==> src/rtl/selector_pkg.sv <==
// Shared types and helpers for the N-channel round-robin selector.
package selector_pkg;

  typedef enum logic {
    SEL_FIXED = 1'b0,
    SEL_RR    = 1'b1
  } sel_mode_e;

  function automatic int sel_width(int n);
    return (n < 2) ? 1 : $clog2(n);
  endfunction

endpackage

==> src/rtl/selector_rr_arbiter.sv <==
// Combinational round-robin arbiter: first requester at or after ptr.
module rr_arbiter
  import selector_pkg::*;
#(
  parameter  int N    = 4,
  localparam int SELW = sel_width(N)
) (
  input  logic [N-1:0]    req,
  input  logic [SELW-1:0] ptr,
  output logic            grant_valid,
  output logic [SELW-1:0] grant_idx
);

  logic [N-1:0]    rot;
  logic [SELW-1:0] off;
  logic [SELW:0]   sum;

  always_comb begin
    // rot[i] is the request of channel (ptr + i) mod N
    rot = N'({req, req} >> ptr);
    off = '0;
    for (int i = N - 1; i >= 0; i--) begin
      if (rot[i]) off = SELW'(i);
    end
    grant_valid = |req;
    sum = {1'b0, ptr} + {1'b0, off};
    if (sum >= (SELW + 1)'(N)) sum = sum - (SELW + 1)'(N);
    grant_idx = sum[SELW-1:0];
  end

endmodule

==> src/rtl/selector_rr_n.sv <==
// N-channel selector with registered output slot, valid/ready
// handshakes and fixed or round-robin channel selection.
module selector_rr_n
  import selector_pkg::*;
#(
  parameter  int WIDTH = 4,
  parameter  int N     = 4,
  localparam int SELW  = sel_width(N)
) (
  input  logic                      clk,
  input  logic                      reset,
  input  logic                      mode,
  input  logic [SELW-1:0]           sel,
  input  logic [N-1:0][WIDTH-1:0]   d,
  input  logic [N-1:0]              valid_in,
  output logic [N-1:0]              ready_in,
  output logic [WIDTH-1:0]          y,
  output logic                      y_valid,
  input  logic                      y_ready,
  output logic [SELW-1:0]           y_ch
);

  sel_mode_e       md;
  logic [SELW-1:0] ptr;
  logic            rr_valid;
  logic [SELW-1:0] rr_idx;
  logic            fx_valid;
  logic            gnt_valid;
  logic [SELW-1:0] gnt;
  logic            load_ok;
  logic            xfer;

  assign md = sel_mode_e'(mode);

  rr_arbiter #(.N(N)) u_arb (
    .req         (valid_in),
    .ptr         (ptr),
    .grant_valid (rr_valid),
    .grant_idx   (rr_idx)
  );

  always_comb begin
    // out-of-range sel simply never grants
    fx_valid = 1'b0;
    if (int'(sel) < N) fx_valid = valid_in[sel];
  end

  always_comb begin
    gnt_valid = 1'b0;
    gnt       = '0;
    unique case (md)
      SEL_FIXED: begin
        gnt_valid = fx_valid;
        gnt       = sel;
      end
      SEL_RR: begin
        gnt_valid = rr_valid;
        gnt       = rr_idx;
      end
      default: ;
    endcase
  end

  assign load_ok = !y_valid || y_ready;

  always_comb begin
    ready_in = '0;
    if (!reset && load_ok && gnt_valid) ready_in[gnt] = 1'b1;
  end

  assign xfer = |ready_in;

  always_ff @(posedge clk) begin
    if (reset) begin
      y       <= '0;
      y_valid <= 1'b0;
      y_ch    <= '0;
      ptr     <= '0;
    end else if (xfer) begin
      y       <= d[gnt];
      y_ch    <= gnt;
      y_valid <= 1'b1;
      if (md == SEL_RR) begin
        ptr <= (gnt == SELW'(N - 1)) ? '0 : gnt + 1'b1;
      end
    end else if (y_ready) begin
      y_valid <= 1'b0;
    end
  end

endmodule

==> config.mk <==
export PLATFORM = sky130hd
export DESIGN_NAME = selector_rr_n
export DESIGN_NICKNAME = d
export VERILOG_FILES = /design/src/rtl/selector_pkg.sv /design/src/rtl/selector_rr_arbiter.sv /design/src/rtl/selector_rr_n.sv
export SDC_FILE = /design/constraint.sdc
export NUM_CORES = 1
export LEC_CHECK = 0
export CORE_MARGIN = 4
export CORE_UTILIZATION = 40
export DETAILED_ROUTE_END_ITERATION = 12
export GPL_TIMING_DRIVEN = 0
export PLACE_DENSITY = 0.88
export SLEW_MARGIN = 20
export SYNTH_ARGS = -nofsm -noshare
export SYNTH_HDL_FRONTEND = slang
export SYNTH_SLANG_ARGS = --single-unit
==> constraint.sdc <==
create_clock -name clk -period 3.7 [get_ports clk]
set_input_delay 0.74 -clock clk [delete_from_list [all_inputs] [get_ports clk]]
set_output_delay 0.74 -clock clk [all_outputs]
set_load 0.02 [all_outputs]
* Yosys cells after proc, flatten, opt, wreduce, memory -nomap -nowiden *
Index checks and enable logic that the tools add are counted.

word-level totals
  bits in read-only memories = 0
  logic and storage cells = 41
  memory bits (writable) = 0
  input bits = 26
  memories = 0
  register bits after elaboration = 9
  bits in latches = 0
  output and inout port bits = 11

cells by class
  bitwise operators = 1
  shift operators = 1
  div/mod/pow operators = 0
  $mul = 0
  reductions and logical operators = 10
  eq/ne operators = 1
  magnitude comparators = 4
  add/sub/neg operators = 3
  muxes and demuxes = 17

operator list
  cell                   number
  $mux W2                6
  $bmux W4 S2            1
  $mux W4                2
  $reduce_or A4 Y1       2
  $shr A8 B2 Y4          1
  $lt A2 B3 Y1 const B   2
  $mux W1                4
  $pmux W2 S2            1
  $add A2 B2 Y3          1
  $ge A3 B3 Y1 const B   1
  $logic_and A1 B1 Y1    3
  $add A2 B1 Y2 const B  1
  $bmux W1 S2            1
  $demux W1 S2           1
  $eq A2 B2 Y1 const B   1
  $ge A2 B1 Y1 const B   1
  $logic_not A1 Y1       2
  $pmux W1 S2            1
  $reduce_and A2 Y1      1
  $reduce_bool A2 Y1     1
  $sub A2 B1 Y2 const B  1
  $logic_or A1 B1 Y1     1
  $not A1 Y1             1

* Logic depth before layout (Yosys ltp) *
  word-level depth = 16
  depth in mapped cells = 16
  gate-level depth less buffers = 15

* Modules after synthesis *
A second synthesis with hierarchy kept.

unflattened totals
  cells, all modules = 101
  area, all modules = 829.5 µm²

by module, submodules not included
  module         cells each  sequential area each (µm²)  area each (µm²)  times used
  selector_rr_n  74          180.2                       650.6            1
  rr_arbiter     27          0.0                         178.9            1

* Worst setup path after synthesis *
No wires, ideal clock.

  kind = input-to-reg
  start = in valid_in[0]
  end = reg ptr[1]
  buffers on the path = 2
  stages on the path = 15
  arrival = 3.751 ns
  setup time = 0.143 ns
  required time = 3.557 ns
  setup slack = -0.194 ns
  path through = buf_6 -> and3_2 -> o21ai_0 -> o2111ai_1 -> ha_1 -> xnor2_1 -> xnor2_2 -> a21o_4 -> clkinv_8 -> ha_1 -> or4b_2 -> o211a_1 -> buf_4 -> a21oi_1 -> a311oi_1

between the ends
  word-level cells in the longest chain between the ends = 16
  elaborated cells on any way between the ends = 26
  those cells by class = add/sub (3); order compare (3); eq/ne (1); shift (1); mux (13); reduce/logical (5)

ends and longest elaborated chain
  what                                                                line                       RTL
  from (decl)                                                         selector_rr_n.sv:15        input logic [N-1:0] valid_in,
  $shr A8 B2 Y4                                                       selector_rr_arbiter.sv:20  rot = N'({req, req} >> ptr);
  $mux W2 (4 in a row)                                                selector_rr_arbiter.sv:23  if (rot[i]) off = SELW'(i);
  $add A2 B2 Y3                                                       selector_rr_arbiter.sv:26  sum = {1'b0, ptr} + {1'b0, off};
  $ge A3 B3 Y1 or $sub A2 B1 Y2 (tied branches)                       selector_rr_arbiter.sv:27  if (sum >= (SELW + 1)'(N)) sum = sum - (SELW + 1)'(N);
  $mux W2                                                             selector_rr_arbiter.sv:27
  $pmux W2 S2                                                         selector_rr_n.sv:51        unique case (md)
  $lt A2 B3 Y1 (implied by the code) or $ge A2 B1 Y1 (tied branches)  selector_rr_n.sv:68        if (!reset && load_ok && gnt_valid) ready_in[gnt] = 1'b1;
  $logic_and A1 B1 Y1 (implied by the code)                           selector_rr_n.sv:68
  $mux W1 (implied by the code)                                       selector_rr_n.sv:68
  $demux W1 S2                                                        selector_rr_n.sv:68
  $mux W4                                                             selector_rr_n.sv:68
  $reduce_or A4 Y1                                                    selector_rr_n.sv:71        assign xfer = |ready_in;
  $reduce_and A2 Y1 (no line)                                         -
  to (signal assigned)                                                selector_rr_n.sv:84        ptr <= (gnt == SELW'(N - 1)) ? '0 : gnt + 1'b1;
  to (decl)                                                           selector_rr_n.sv:24        logic [SELW-1:0] ptr;

Several ways; a longest one is shown, not always the timed one. The select of a mux whose other input is x is not followed.
A chain may end at the register's enable or synchronous reset.

* Worst setup path in the final report *
  start = in valid_in[1]
  end = out ready_in[2]

between the ends
  word-level cells in the longest chain between the ends = 14
  elaborated cells on any way between the ends = 21
  those cells by class = add/sub (2); order compare (3); shift (1); mux (12); reduce/logical (3)

ends and longest elaborated chain
  what                                                                line                       RTL
  $shr A8 B2 Y4                                                       selector_rr_arbiter.sv:20
  $mux W2 (4 in a row)                                                selector_rr_arbiter.sv:23
  $add A2 B2 Y3                                                       selector_rr_arbiter.sv:26
  $ge A3 B3 Y1 or $sub A2 B1 Y2 (tied branches)                       selector_rr_arbiter.sv:27
  $mux W2                                                             selector_rr_arbiter.sv:27
  $pmux W2 S2                                                         selector_rr_n.sv:51
  $lt A2 B3 Y1 (implied by the code) or $ge A2 B1 Y1 (tied branches)  selector_rr_n.sv:68
  $logic_and A1 B1 Y1 (implied by the code)                           selector_rr_n.sv:68
  $mux W1 (implied by the code)                                       selector_rr_n.sv:68
  $demux W1 S2                                                        selector_rr_n.sv:68
  $mux W4 (*)                                                         selector_rr_n.sv:68
  to (decl)                                                           selector_rr_n.sv:16        output logic [N-1:0] ready_in,

Every way passes the cells marked *; elsewhere a longest branch is shown, timed or not. The select of a mux whose other input is x is not followed.

==> results_dict.tcl <==
set metrics [dict create \
    status "finished, final reports clean" \
    cts.sinks 9 \
    grt_remaining_overflow 0 \
    timing.setup.tns_ns 0 \
    syn2layout_area_growth_pct 45.9 \
    required_ns 2.96 \
    crit_buf_inv 3 \
    critPathKind "input pin to primary output" \
    min_period_ns 3.63 \
    track_usage_pct 17.6 \
    min_path_cells 2 \
    cts_root_buf "clkbuf_4" \
    reg2regPathDepth 13 \
    syn_inst 134 \
    maxCapViolations 0 \
    finClkSkew_ns 0.00595 \
    numCtsBuffers 3 \
    final_cells 202 \
    finalHoldViolCount 0 \
    routabilityCongestion 0.769 \
    routed_wl_mm 2.99 \
    core.rowCount 17 \
    power.density_mw_per_mm2 295 \
    clock_path_buffers 2 \
    slew_viol_final 0 \
    ys.warnings.count 0 \
    clock_latency_ns 0.27 \
    slowest_delay_ns 0.40 \
    dr.pass1.iters 4 \
    viasPerCell 5.88 \
    portBuffers 32 \
    clk_pin_slew_ns 0.06 \
    placedCellCount 194 \
    insertedDiodeCount 0 \
    worst-path-stages 12 \
    start_util_pct 43.7 \
    coreArea_mm2 0.00232 \
    io_pins 37 \
    max_freq_ghz 0.276 \
    syn_area_mm2 0.00101 \
    die_w_um 58.3 \
    final_nets 203 \
    rsz0062_at_grt "false" \
    ant_nets 0 \
    htree_levels 1 \
    cts_tree "done" \
    grt_pass1_wl_mm 4.86 \
    worst_pin_slew_ns 0.544 \
    antenna_found_initial 0 \
    avgSynthCellArea_um2 7.55 \
    grt_pass1_vias 1149 \
    cp-start-kind "input pin" \
    drive_gt1_share_pct 18.4 \
    peakVddDrop_uv 220 \
    ys_ff_latch 9 \
    period_share_pct 98.0 \
    slew-limit-headroom_pct 63.7 \
    fin_hold_ws_ns 0.474 \
    first_iter_violations 43 \
    total_power_mw 0.436 \
    syn-num-nets 162 \
    cp_slowest_cell "or4_1" \
    dp_hpwl_mm 2.20 \
    cpLargestDelayFamily "simple AND/OR/NAND/NOR gates" \
    drc 0 \
    cp_max_fo 7 \
    yosysSeqAreaShare_pct 17.8 \
    end_kind "primary output" \
    grt_max_degree 11 \
    route.detailed.wl_per_inst_um 14.8 \
    path_cells "clkdlybuf4s15_2 > nor2_1 > or4_1 > o2111ai_1 > ha_2 > xnor2_4 > xnor2_2 > a21o_4 > clkinv_8 > ha_4 > and2_1 > buf_4" \
    fp.dieArea_mm2 0.00340 \
    vias 1187 \
    hp-class "flop to flop" \
    cp.arrival_ns 2.89 \
    setup_viol 0 \
    synth_cell_types 40 \
    die_h_um 58.3 \
    leakage_nw 0.591 \
]
[worst paths after layout]
check / startpoint / endpoint / slack [ns]
max reg2reg: ptr[0]$_SDFFE_PP0P_ / ptr[0]$_SDFFE_PP0P_ / 0.37
min: y_ch[0]$_SDFFE_PP0P_ / y_ch[0]$_SDFFE_PP0P_ / 0.47
min reg2reg: y_ch[0]$_SDFFE_PP0P_ / y_ch[0]$_SDFFE_PP0P_ / 0.47
max: valid_in[1] / ready_in[2] / 0.07
[routing by layer]
| layer | vias up | GRT usage [%] | routed length [um] |
|---|---|---|---|
| li1 | 570 | - | - |
| met1 | 550 | 20.6 | 1200 |
| met2 | 60 | 32.5 | 1490 |
| met3 | 7 | 3.73 | 269 |
| met4 | 0 | 3.64 | 29 |
| met5 | - | 0 | 0 |
[worst reg2reg max path, delay by kind of cell (launching register included)]
family | cells | cell delay (ns)
AOI/OAI and AO/OA | 4 | 0.76
xor gates and xnor gates | 2 | 0.30
adders and majority gates | 2 | 0.45
buffers and inverters | 3 | 0.42
DFF | 1 | 0.32
and+or+nand+nor | 2 | 1.00
[synth_stat cells, drive strengths merged]
library cell | n | area, um^2
xnor2 | 2 | 25.0
a311oi | 5 | 43.8
or2b | 2 | 15.0
and2 | 1 | 6.26
o21ai | 5 | 25.0
buf | 6 | 43.8
a21oi | 9 | 45.0
ha | 2 | 25.0
o32ai | 2 | 17.5
nand2 | 8 | 30.0
a221oi | 2 | 17.5
clkinv | 1 | 16.3
or4 | 1 | 7.51
o22ai | 1 | 6.26
nand2b | 3 | 18.8
nand3 | 3 | 15.0
or4b | 1 | 10.0
o211a | 1 | 10.0
inv | 6 | 22.5
dfxtp | 9 | 180
a31oi | 7 | 43.8
a32oi | 1 | 27.5
o2111ai | 1 | 8.76
and3 | 1 | 7.51
o32a | 1 | 10.0
xor2 | 1 | 8.76
mux2 | 3 | 33.8
o211ai | 1 | 7.51
nor3 | 2 | 10.0
mux2i | 7 | 70.1
nor3b | 3 | 22.5
a2111oi | 2 | 42.5
clkbuf | 4 | 15.0
nor2 | 29 | 109
a21o | 1 | 15.0
[sequential cells by signal, summed over array words and instances (netlist names)]
register and count:
ptr 2, y_ch 2, y 4, y_valid 1
[where the power goes]
group | internal (mW) | switching, mW
logic | 0.116 | 0.128
registers | 0.108 | 0.00648
clock network | 0.0417 | 0.0363
total | 0.265 | 0.171
[cells in the final DEF, fill, tap and decap left out, types with 7 or more instances in the layout]
cell type,synthesis,routed
nor2_1,29,29
clkdlybuf4s50_1,0,26
a21oi_1,9,8
a31oi_1,7,7
dfxtp_1,9,9
nand2_1,8,8
mux2i_1,7,7
[logic make-up after synthesis]
logic type,Yosys count,share of synthesized area (%)
and+or+nand+nor,54,24.8
muxes,10,10.3
AOI/OAI and AO/OA,39,31.6
xor gates and xnor gates,3,3.34
adders and majority gates,2,2.47
buffers and inverters,17,9.64
DFF,9,17.8
[layout make-up]
cell class / instances / area [um^2]
fill: 215 / 842
buffer: 10 / 62.6
clock buffer: 4 / 26.3
tap: 28 / 35.0
inverter: 7 / 38.8
sequential: 9 / 180
timing repair buffer: 36 / 340
multi-input combinational: 108 / 793
[timing repair]
item / 4_1_cts / 5_1_grt
hold buffers: 0 / 0
setup endpoints to repair: 12 / 5
gates resized for setup: 14 / 4
buffers inserted: 2 / 2
pin swaps: 3 / 3
[stage by stage]
stage	setup slack, ns	cell area (um^2)	util [%]
finish	0.0724	1480	63.7
global route	0.00384	1480	63.7
CTS	0.0413	1450	62.7
detailed placement	-0.898	1410	60.9
global placement	-0.854	1410	60.9
floorplan	0.125	1060	-
Power figures use the tool's default switching activity.
